**src/rtl/ir_rx_nec.sv**
```systemverilog
// ir_rx_nec: NEC-format IR remote receiver. Times mark/space durations in
// prescaled ticks, validates them against fixed windows and publishes each
// good 32-bit frame or repeat code as a single-cycle pulse.
module ir_rx_nec #(
  parameter int unsigned TICK_DIV   = 1200,
  parameter bit          ACTIVE_LOW = 1'b1,
  parameter bit          CHECK_INV  = 1'b1
) (
  input  logic        clk,
  input  logic        rst,
  input  logic        ir_in,
  output logic [31:0] frame_data,
  output logic        frame_valid,
  output logic        repeat_valid,
  output logic        frame_err,
  output logic        busy
);

  localparam int unsigned PRE_W = (TICK_DIV > 1) ? $clog2(TICK_DIV) : 1;
  localparam int unsigned DUR_W = 8;
  localparam int unsigned IDX_W = 5;

  localparam logic [PRE_W-1:0] PRE_LAST  = PRE_W'(TICK_DIV - 1);
  // The edge cycle itself is the first cycle of the new interval.
  localparam logic [PRE_W-1:0] PRE_START = (TICK_DIV > 1) ? PRE_W'(1) : PRE_W'(0);
  localparam logic [DUR_W-1:0] DUR_START = (TICK_DIV > 1) ? DUR_W'(0) : DUR_W'(1);
  localparam logic [DUR_W-1:0] DUR_MAX   = DUR_W'(255);
  localparam logic [DUR_W-1:0] TIMEOUT   = DUR_W'(120);

  localparam logic [DUR_W-1:0] LM_LO = DUR_W'(80);
  localparam logic [DUR_W-1:0] LM_HI = DUR_W'(100);
  localparam logic [DUR_W-1:0] LS_LO = DUR_W'(40);
  localparam logic [DUR_W-1:0] LS_HI = DUR_W'(50);
  localparam logic [DUR_W-1:0] RS_LO = DUR_W'(18);
  localparam logic [DUR_W-1:0] RS_HI = DUR_W'(27);
  localparam logic [DUR_W-1:0] BM_LO = DUR_W'(3);
  localparam logic [DUR_W-1:0] BM_HI = DUR_W'(8);
  localparam logic [DUR_W-1:0] B0_LO = DUR_W'(3);
  localparam logic [DUR_W-1:0] B0_HI = DUR_W'(8);
  localparam logic [DUR_W-1:0] B1_LO = DUR_W'(13);
  localparam logic [DUR_W-1:0] B1_HI = DUR_W'(21);

  // Raw ir_in level while no carrier is present.
  localparam logic IDLE_LVL = ACTIVE_LOW;

  typedef enum logic [2:0] {
    IDLE, LEAD_MARK, LEAD_SPACE, BIT_MARK, BIT_SPACE, STOP_MARK, REP_STOP
  } state_e;

  state_e             state, state_n;
  logic [1:0]         sync;
  logic               mark_r, mark_q;
  logic [PRE_W-1:0]   pre;
  logic [DUR_W-1:0]   dur;
  logic [IDX_W-1:0]   bit_idx, bit_idx_n;
  logic [31:0]        shreg, shreg_n;
  logic               has_frame, has_frame_n;
  logic [31:0]        frame_data_n;
  logic               valid_n, rep_n, err_n, busy_n;
  logic               edge_c, mark_start_c, mark_end_c, timeout_c, fail_c, bit_c;

  function automatic logic in_win(input logic [DUR_W-1:0] d,
                                  input logic [DUR_W-1:0] lo,
                                  input logic [DUR_W-1:0] hi);
    return (d >= lo) && (d <= hi);
  endfunction

  assign edge_c       = mark_r ^ mark_q;
  assign mark_start_c = edge_c & mark_r;
  assign mark_end_c   = edge_c & ~mark_r;
  assign timeout_c    = (dur >= TIMEOUT) & ~edge_c;

  // Synchronize ir_in, normalize to mark polarity and keep a copy for edge detect.
  always_ff @(posedge clk) begin
    if (rst) begin
      sync   <= {2{IDLE_LVL}};
      mark_r <= 1'b0;
      mark_q <= 1'b0;
    end else begin
      sync   <= {sync[0], ir_in};
      mark_r <= ACTIVE_LOW ? ~sync[1] : sync[1];
      mark_q <= mark_r;
    end
  end

  // Prescaler and saturating tick counter, restarted on every mark/space edge.
  always_ff @(posedge clk) begin
    if (rst) begin
      pre <= '0;
      dur <= '0;
    end else if (edge_c) begin
      pre <= PRE_START;
      dur <= DUR_START;
    end else if (pre == PRE_LAST) begin
      pre <= '0;
      if (dur != DUR_MAX) dur <= dur + DUR_W'(1);
    end else begin
      pre <= pre + PRE_W'(1);
    end
  end

  // Next-state and output decode for the frame parser.
  always_comb begin
    state_n      = state;
    bit_idx_n    = bit_idx;
    shreg_n      = shreg;
    has_frame_n  = has_frame;
    frame_data_n = frame_data;
    valid_n      = 1'b0;
    rep_n        = 1'b0;
    err_n        = 1'b0;
    fail_c       = 1'b0;
    bit_c        = 1'b0;

    case (state)
      IDLE: begin
        if (mark_start_c) state_n = LEAD_MARK;
      end
      LEAD_MARK: begin
        if (mark_end_c) begin
          state_n = in_win(dur, LM_LO, LM_HI) ? LEAD_SPACE : IDLE;
        end else if (timeout_c) begin
          state_n = IDLE;
        end
      end
      LEAD_SPACE: begin
        if (mark_start_c) begin
          if (in_win(dur, LS_LO, LS_HI)) begin
            state_n   = BIT_MARK;
            bit_idx_n = '0;
            shreg_n   = '0;
          end else if (in_win(dur, RS_LO, RS_HI)) begin
            state_n = has_frame ? REP_STOP : IDLE;
          end else begin
            fail_c = 1'b1;
          end
        end else if (timeout_c) begin
          fail_c = 1'b1;
        end
      end
      BIT_MARK: begin
        if (mark_end_c) begin
          if (in_win(dur, BM_LO, BM_HI)) state_n = BIT_SPACE;
          else                           fail_c  = 1'b1;
        end else if (timeout_c) begin
          fail_c = 1'b1;
        end
      end
      BIT_SPACE: begin
        if (mark_start_c) begin
          if (in_win(dur, B0_LO, B0_HI) || in_win(dur, B1_LO, B1_HI)) begin
            bit_c            = in_win(dur, B1_LO, B1_HI);
            shreg_n[bit_idx] = bit_c;
            if (bit_idx == IDX_W'(31)) begin
              state_n = STOP_MARK;
            end else begin
              bit_idx_n = bit_idx + IDX_W'(1);
              state_n   = BIT_MARK;
            end
          end else begin
            fail_c = 1'b1;
          end
        end else if (timeout_c) begin
          fail_c = 1'b1;
        end
      end
      STOP_MARK: begin
        if (mark_end_c) begin
          if (in_win(dur, BM_LO, BM_HI) &&
              (!CHECK_INV || (shreg[31:24] == ~shreg[23:16]))) begin
            frame_data_n = shreg;
            valid_n      = 1'b1;
            has_frame_n  = 1'b1;
            state_n      = IDLE;
          end else begin
            fail_c = 1'b1;
          end
        end else if (timeout_c) begin
          fail_c = 1'b1;
        end
      end
      REP_STOP: begin
        if (mark_end_c) begin
          if (in_win(dur, BM_LO, BM_HI)) begin
            rep_n   = 1'b1;
            state_n = IDLE;
          end else begin
            fail_c = 1'b1;
          end
        end else if (timeout_c) begin
          fail_c = 1'b1;
        end
      end
      default: state_n = IDLE;
    endcase

    if (fail_c) begin
      err_n       = 1'b1;
      has_frame_n = 1'b0;
      state_n     = IDLE;
    end

    busy_n = (state_n != IDLE);
  end

  // FSM state, frame assembly and registered outputs.
  always_ff @(posedge clk) begin
    if (rst) begin
      state        <= IDLE;
      bit_idx      <= '0;
      shreg        <= '0;
      has_frame    <= 1'b0;
      frame_data   <= '0;
      frame_valid  <= 1'b0;
      repeat_valid <= 1'b0;
      frame_err    <= 1'b0;
      busy         <= 1'b0;
    end else begin
      state        <= state_n;
      bit_idx      <= bit_idx_n;
      shreg        <= shreg_n;
      has_frame    <= has_frame_n;
      frame_data   <= frame_data_n;
      frame_valid  <= valid_n;
      repeat_valid <= rep_n;
      frame_err    <= err_n;
      busy         <= busy_n;
    end
  end

endmodule

```
**config.mk**
```make
export PLATFORM = sky130hd
export DESIGN_NAME = ir_rx_nec
export DESIGN_NICKNAME = d
export VERILOG_FILES = /design/src/rtl/ir_rx_nec.sv
export SDC_FILE = /design/constraint.sdc
export NUM_CORES = 1
export LEC_CHECK = 0
export ABC_AREA = 1
export CAP_MARGIN = 20
export CORE_AREA = 2 2 73 128
export DETAILED_ROUTE_END_ITERATION = 8
export DIE_AREA = 0 0 75 130
export GPL_TIMING_DRIVEN = 0
export PLACE_DENSITY = 0.85
export SETUP_SLACK_MARGIN = 0.1
export SYNTH_ARGS = -nofsm -noshare
export SYNTH_HDL_FRONTEND = slang
export SYNTH_SLANG_ARGS = --single-unit
```
**constraint.sdc**
```tcl
create_clock -name clk -period 2.6 [get_ports clk]
set_input_delay 0.52 -clock clk [delete_from_list [all_inputs] [get_ports clk]]
set_output_delay 0.52 -clock clk [all_outputs]
set_load 0.02 [all_outputs]
```
==> results of run 1 <==
per-layer routing:
metal / up-vias / global-route usage / wire length (um)
met5: - / 0 / 0
met4: 0 / 0.1723 / 701
met3: 54 / 0.04865 / 450
met2: 146 / 0.4634 / 6296
met1: 2201 / 0.2498 / 4393
li1: 2427 / - / -
how the worst max path moves through the flow:
stage / startpoint / to / slack (ns) / depth (start not counted)
finish: bit_idx[0]$_SDFFE_PP0P_ / bit_idx[2]$_SDFFE_PP0P_ / 0.32 / 10
global route: dur[0]$_SDFFE_PP0P_ / shreg[19]$_SDFFE_PP0P_ / 0.16 / 10
CTS: bit_idx[0]$_SDFFE_PP0P_ / bit_idx[3]$_SDFFE_PP0P_ / 0.18 / 10
detailed placement: bit_idx[0]$_SDFFE_PP0P_ / bit_idx[3]$_SDFFE_PP0P_ / 0.23 / 10
global placement: bit_idx[0]$_SDFFE_PP0P_ / bit_idx[2]$_SDFFE_PP0P_ / 0.35 / 10
floorplan: bit_idx[0]$_SDFFE_PP0P_ / bit_idx[2]$_SDFFE_PP0P_ / 0.65 / 10
sequential cells by signal, indices dropped and copies added, names as in the netlist, 2 cells and up:
register and flops:
bit_idx 5, frame_data 32, sync 2, dur 8, shreg 32, state 3, pre 11
layout by cell type (no fill, tap or decap), types with 6 or more instances in the layout:
master and count:
sky130_fd_sc_hd__clkbuf_16 9, sky130_fd_sc_hd__o21ai_1 6, sky130_fd_sc_hd__dfxtp_1 100, sky130_fd_sc_hd__nand2_1 131, sky130_fd_sc_hd__clkbuf_1 16, sky130_fd_sc_hd__a21oi_1 74, sky130_fd_sc_hd__o21ai_0 72, sky130_fd_sc_hd__nand3_1 65
sky130_fd_sc_hd__ha_1 11, sky130_fd_sc_hd__nor3_1 13, sky130_fd_sc_hd__buf_6 9, sky130_fd_sc_hd__clkdlybuf4s50_1 37, sky130_fd_sc_hd__nand4_1 6, sky130_fd_sc_hd__inv_1 88, sky130_fd_sc_hd__nor2_1 86
cells by family (layout without fill, tap and decap cells):
| logic type | after synthesis | count (layout) |
|---|---|---|
| buf+inv | 120 | 173 |
| xor+xnor | 3 | 3 |
| compound gates | 164 | 164 |
| simple gates | 318 | 318 |
| fa+ha+maj | 11 | 11 |
| flops | 100 | 100 |
worst reg2reg max path: cells and delay by family (launching register included):
family	cells	cell delay (ns)
buf+inv	2	0.31
compound gates	2	0.47
flops	1	0.36
simple gates	4	0.60
fa+ha+maj	2	0.43
final cells by class:
type | count | area share
clock inverter | 5 | 0.01039
inverter | 92 | 0.05974
buffer | 28 | 0.03139
timing repair buffer | 37 | 0.06407
multi-input combinational | 496 | 0.4184
tap | 120 | 0.02597
clock buffer | 11 | 0.04372
sequential | 100 | 0.3463
power by group:
part	total, mW	internal, mW	switching (mW)	leakage, nW
Combinational	0.0693	0.0209	0.0483	1.10
Clock	1.39	0.800	0.588	0.152
Sequential	1.54	1.54	0.00417	0.806
metrics by stage:
step,total power [mW],hold WS (ns)
after CTS,3.016,0.3795
after global routing,3.079,0.4092
after detailed placement,1.646,0.3748
final,3.000,0.3715
after global placement,1.645,0.3753
after floorplan,1.626,0.3627
==> impl_metrics.env, run 1 <==
export IMPL_post_synth_top_count_cell="sky130_fd_sc_hd__nand2_1"
export IMPL_placed_cell_area_sq_um=5466
export IMPL_critPathKind="reg2reg"
export IMPL_yosys_area_top_type="sky130_fd_sc_hd__dfxtp_1"
export IMPL_detail_route_wirelength_um=11840
export IMPL_die_y_um=130
export IMPL_finish_cell_count_without_fillers=889
export IMPL_report_final_setup_viol=0
export IMPL_crit_path_max_fanout=10
export IMPL_die_w_um=75
export IMPL_post_synth_main_area_contributors="sky130_fd_sc_hd__dfxtp_1 (40%), sky130_fd_sc_hd__nand2_1 (9.9%), sky130_fd_sc_hd__a21oi_1 (7.5%)"
export IMPL_ys_seq_area_frac=0.4048
export IMPL_sink_count_of_the_clock_tree=100
export IMPL_drcViolationCount=0
export IMPL_slew_headroom=0.6536
export IMPL_worst_hold_path_endpoint="mark_r$_SDFF_PP0_"
export IMPL_placed_cells=873
export IMPL_dr_pass1_iters=6
export IMPL_number_of_global_route_vias_before_repair=4487
export IMPL_cts_root_buf="sky130_fd_sc_hd__clkbuf_16"
export IMPL_synth_async_sr_flop_share=0
export IMPL_crit_path_dat_ns=2.51
export IMPL_clk_path_buf_depth=2
export IMPL_timing_critical_path_slowest_cell_delay_ns=0.36
export IMPL_synth_adder_area_share=0.02783
export IMPL_hold_path_startpoint="sync[1]$_SDFF_PP1_"
export IMPL_start_util=0.5617
export IMPL_cts_resized=0
export IMPL_final_util=0.6564
export IMPL_average_via_count_per_standard_cell=5.431
export IMPL_timing_critical_path_max_delay_family="simple AND/OR/NAND/NOR gates"
export IMPL_worstPathRequired_ns=2.83
export IMPL_mappedNetlistArea_sq_um=4946
export IMPL_cts_reportedPaths_clkPinSlew_ns=0.07
export IMPL_synthTopCellsByCount="sky130_fd_sc_hd__nand2_1 (131), sky130_fd_sc_hd__dfxtp_1 (100), sky130_fd_sc_hd__inv_1 (88)"
export IMPL_startpoint_type_of_the_worst_setup_path="flop"
export IMPL_floorplan_core_area_sq_um=8806
export IMPL_post_synth_and_or_nand_nor_area_fraction=0.2800
export IMPL_ys_warn_count=0
export IMPL_place_congestion=0.9028
export IMPL_slew_viol_final=0
export IMPL_whs_path_depth=1
export IMPL_layout_nets=778
export IMPL_multi_input_area_sq_um=2419
export IMPL_iteration_0_drc_count_of_the_detailed_router=334
export IMPL_fillers=787
export IMPL_drive_gt1_frac=0.06242
export IMPL_synthMuxAreaShare=0
export IMPL_die_area_sq_um=9750
export IMPL_power_density_nw_per_um2=518.9
export IMPL_post_route_worst_setup_slack_ns=0.3203
export IMPL_endpoint_class_of_the_critical_path="flop"
export IMPL_post_synth_num_cell_types=33
export IMPL_vias=4828
export IMPL_grt_first_pass_wirelength_um=19290
export IMPL_finalInstanceArea_sq_um=5781
export IMPL_number_of_hold_buffers_added_after_cts=0
export IMPL_core_rowCount=46
export IMPL_reg2reg_to="bit_idx[2]$_SDFFE_PP0P_"
export IMPL_clock_tree_htree_level_count=3
export IMPL_setup_tns_ns=0
export IMPL_hold_path_class="reg2reg"
export IMPL_synth_cells=716
export IMPL_worst_r2r_cell_count=10
export IMPL_synth_edf_count=0
export IMPL_pre_cts_slack_ns=0.2284
export IMPL_ant_nets=0
export IMPL_post_drt_wl_per_cell_um=13.32
export IMPL_antenna_violations_before_repair=0
export IMPL_dp_hpwl_um=8883
export IMPL_diodes_inserted=0
export IMPL_fin_crit_share=0.8768
export IMPL_pin_count=39
export IMPL_most_frequently_used_flop_master_after_synthesis="sky130_fd_sc_hd__dfxtp_1"
export IMPL_synth_seq_cells=100
export IMPL_unrepaired_setup_endpoints_after_global_routing="false"
export IMPL_clock_skew_final_ns=0.008374
export IMPL_r2r_slack_ns=0.32
export IMPL_timing_max_cap_violations=0
export IMPL_cts_buffer_count=9
export IMPL_finalHoldViolCount=0
export IMPL_crit_reg2reg_launch="bit_idx[0]$_SDFFE_PP0P_"
export IMPL_syn_area_per_cell_sq_um=6.908
export IMPL_xor_xnor_cell_area_share_of_the_yosys_netlist=0.005312
export IMPL_leakage_nw=2.060
export IMPL_syn_num_nets=730
export IMPL_finalCriticalPeriod_ns=2.280
export IMPL_grt_ovfl_total=0
export IMPL_synth_top_family_by_area="simple AND/OR/NAND/NOR gates"
export IMPL_critical_path_cell_chain="ha_1 -> inv_1 -> clkbuf_2 -> nor3_1 -> ha_1 -> nor3_1 -> o21a_1 -> nand2_2 -> o21ai_2 -> nor3b_1"
export IMPL_cp_num_buf_inv=2
export IMPL_grt_max_degree=17
export IMPL_tritoncts="yes"
export IMPL_worstMarginPinSlew_ns=0.5157
export IMPL_power_ir_vdd_worst_v=0.0004582
export IMPL_run_status="complete, no violations"
export IMPL_area_growth_pct=16.87
export IMPL_fmax_mhz=438.7
export IMPL_timing_critical_path_slowest_stage_cell="sky130_fd_sc_hd__dfxtp_1"
export IMPL_grt_util_all_layers=0.2552
export IMPL_sequential_cell_area_sq_um=2002
export IMPL_synth_compound_gate_area_share=0.1758
export IMPL_yosysTopAreaCellShare=0.4048
export IMPL_insertion_delay_ns=0.35
export IMPL_port_buffer_count=37
export IMPL_cts_repair_timing_setup_buffer_count=0
Note: power is estimated with default switching activity, not from simulation.
==> inputs of run 2 (changes only) <==
--- a/config.mk
+++ b/config.mk
@@ -8,6 +8,7 @@
 export ABC_AREA = 1
 export CAP_MARGIN = 20
 export CORE_AREA = 2 2 73 128
+export CTS_BUF_LIST = sky130_fd_sc_hd__clkbuf_16
 export DETAILED_ROUTE_END_ITERATION = 8
 export DIE_AREA = 0 0 75 130
 export GPL_TIMING_DRIVEN = 0
==> impl_metrics.env, run 2 (synthesis gave the netlist of run 1 again) <==
export IMPL_run_status="complete, no violations"
export IMPL_startpoint_type_of_the_worst_setup_path="flop"
export IMPL_die_w_um=75
export IMPL_reg_top3="frame_data x32, shreg x32, pre x11"
export IMPL_grt_ovfl_total=0
export IMPL_layout_nets=778
export IMPL_detail_route_wirelength_um=11810
export IMPL_vias=4851
export IMPL_power_ir_vdd_worst_v=0.0004549
export IMPL_place_congestion=0.9028
export IMPL_finalHoldViolCount=0
export IMPL_placed_cell_area_sq_um=5466
export IMPL_mostFrequentLayoutCell="sky130_fd_sc_hd__nand2_1"
export IMPL_endpoint_class_of_the_critical_path="flop"
export IMPL_cts_reportedPaths_clkPinSlew_ns=0.07
export IMPL_grt_util_all_layers=0.2552
export IMPL_number_of_global_route_vias_before_repair=4483
export IMPL_unrepaired_setup_endpoints_after_global_routing="false"
export IMPL_finalPower_mw=2.934
export IMPL_dp_hpwl_um=8883
export IMPL_start_util=0.5617
export IMPL_grt_use_met2=0.4634
export IMPL_grt_first_pass_wirelength_um=19290
export IMPL_drive_gt1_frac=0.05982
export IMPL_floorplan_core_area_sq_um=8806
export IMPL_average_via_count_per_standard_cell=5.457
export IMPL_iteration_0_drc_count_of_the_detailed_router=343
export IMPL_timing_critical_path_slowest_stage_cell="sky130_fd_sc_hd__dfxtp_1"
export IMPL_gr_max_usage_layer="met2"
export IMPL_area_growth_pct=16.47
export IMPL_timing_critical_path_slowest_cell_delay_ns=0.36
export IMPL_clock_skew_final_ns=0.007249
export IMPL_dr_pass1_iters=5
export IMPL_fin_crit_share=0.8746
export IMPL_cp_startpoint="bit_idx[0]$_SDFFE_PP0P_"
export IMPL_cts_root_buf="sky130_fd_sc_hd__clkbuf_16"
export IMPL_final_util=0.6542
export IMPL_fillers=791
export IMPL_slew_viol_final=0
export IMPL_critPathKind="reg2reg"
export IMPL_number_of_hold_buffers_added_after_cts=0
export IMPL_insertion_delay_ns=0.35
export IMPL_pin_count=39
export IMPL_cts_buffer_count=9
export IMPL_hold_path_startpoint="sync[1]$_SDFF_PP1_"
export IMPL_post_drt_wl_per_cell_um=13.29
export IMPL_report_final_setup_viol=0
export IMPL_clock_tree_htree_level_count=3
export IMPL_ant_nets=0
export IMPL_timing_max_cap_violations=0
export IMPL_port_buffer_count=37
export IMPL_met1_usage_in_global_routing=0.2498
export IMPL_antenna_violations_before_repair=0
export IMPL_crit_reg2reg_launch="bit_idx[0]$_SDFFE_PP0P_"
export IMPL_setup_tns_ns=0
export IMPL_drcViolationCount=0
export IMPL_finalInstanceArea_sq_um=5761
export IMPL_hold_path_class="reg2reg"
export IMPL_finalCriticalPeriod_ns=2.274
export IMPL_die_y_um=130
export IMPL_tritoncts="yes"
export IMPL_core_rowCount=46
export IMPL_mostFrequentLayoutCells="sky130_fd_sc_hd__nand2_1 (131), sky130_fd_sc_hd__dfxtp_1 (100), sky130_fd_sc_hd__inv_1 (88)"
export IMPL_power_density_nw_per_um2=509.4
export IMPL_worstPathRequired_ns=2.83
export IMPL_leakage_nw=2.049
export IMPL_use_met3=0.04865
export IMPL_critical_path_cell_chain="ha_1 -> inv_1 -> clkbuf_2 -> nor3_1 -> ha_1 -> nor3_1 -> o21a_1 -> nand2_2 -> o21ai_2 -> nor3b_1"
export IMPL_grt_max_degree=17
export IMPL_clk_path_buf_depth=2
export IMPL_sink_count_of_the_clock_tree=100
export IMPL_crit_path_dat_ns=2.50
export IMPL_fmax_mhz=439.8
export IMPL_slew_headroom=0.6536
export IMPL_crit_path_max_fanout=10
export IMPL_die_area_sq_um=9750
export IMPL_diodes_inserted=0
export IMPL_worstMarginPinSlew_ns=0.5156
run 2: changes by cell type in the layout (fill, tap and decap cells not counted), sizes merged:
cell	delta
clkbuf	-2
clkinv	+2
run 2: metal layers:
metal	share of wire	up-vias
li1	-	2430
met2	0.53	162
met5	0	-
met1	0.37	2202
met3	0.038	57
met4	0.060	0
run 2: layout make-up:
| class | count | area, sq um | area share |
|---|---|---|---|
| clock buffers | 9 | 225.2 | 0.03910 |
| flip-flops and latches | 100 | 2002 | 0.3475 |
| multi-input cells | 496 | 2419 | 0.4199 |
| repair buffers | 37 | 370.4 | 0.06429 |
| plain buffers | 28 | 181.4 | 0.03149 |
| well taps | 120 | 150.1 | 0.02606 |
| clock inverters | 7 | 67.56 | 0.01173 |
| inverters | 92 | 345.3 | 0.05995 |
run 2: path summary, 6_finish.rpt:
check                            endpoint  slack [ns]  cells past startpoint
setup / recovery  bit_idx[2]$_SDFFE_PP0P_        0.33                     10
hold / removal          mark_r$_SDFF_PP0_        0.37                      1
setup reg to reg  bit_idx[2]$_SDFFE_PP0P_        0.33                     10
hold reg to reg         mark_r$_SDFF_PP0_        0.37                      1
run 2: worst max-delay path, delay by kind of cell, from the launching register on:
kind	cells	cell delay (ns)
AOI/OAI and AO/OA	2	0.47
adders and majority gates	2	0.42
buffers and inverters	2	0.30
DFF	1	0.36
and+or+nand+nor	4	0.60
run 2: power by group:
group | internal (mW) | leakage [nW] | switching [mW]
Sequential | 1.54 | 0.806 | 0.00422
Clock | 0.741 | 0.140 | 0.581
Combinational | 0.0209 | 1.10 | 0.0484
run 2: per-stage QoR:
stage / cells / hold WS, ns / setup slack (ns)
6_report: 889 / 0.3736 / 0.3261
5_1_grt: 889 / 0.4094 / 0.1605
4_1_cts: 889 / 0.3804 / 0.1750
3_5_place_dp: 873 / 0.3748 / 0.2284
3_3_place_gp: 873 / 0.3753 / 0.3492
2_1_floorplan: 716 / 0.3627 / 0.6527
run 2: repair_timing:
item	CTS	global route
gates resized for setup	0	2
setup buffers	0	0
setup endpoints to repair	0	5
hold endpoints to repair	0	0
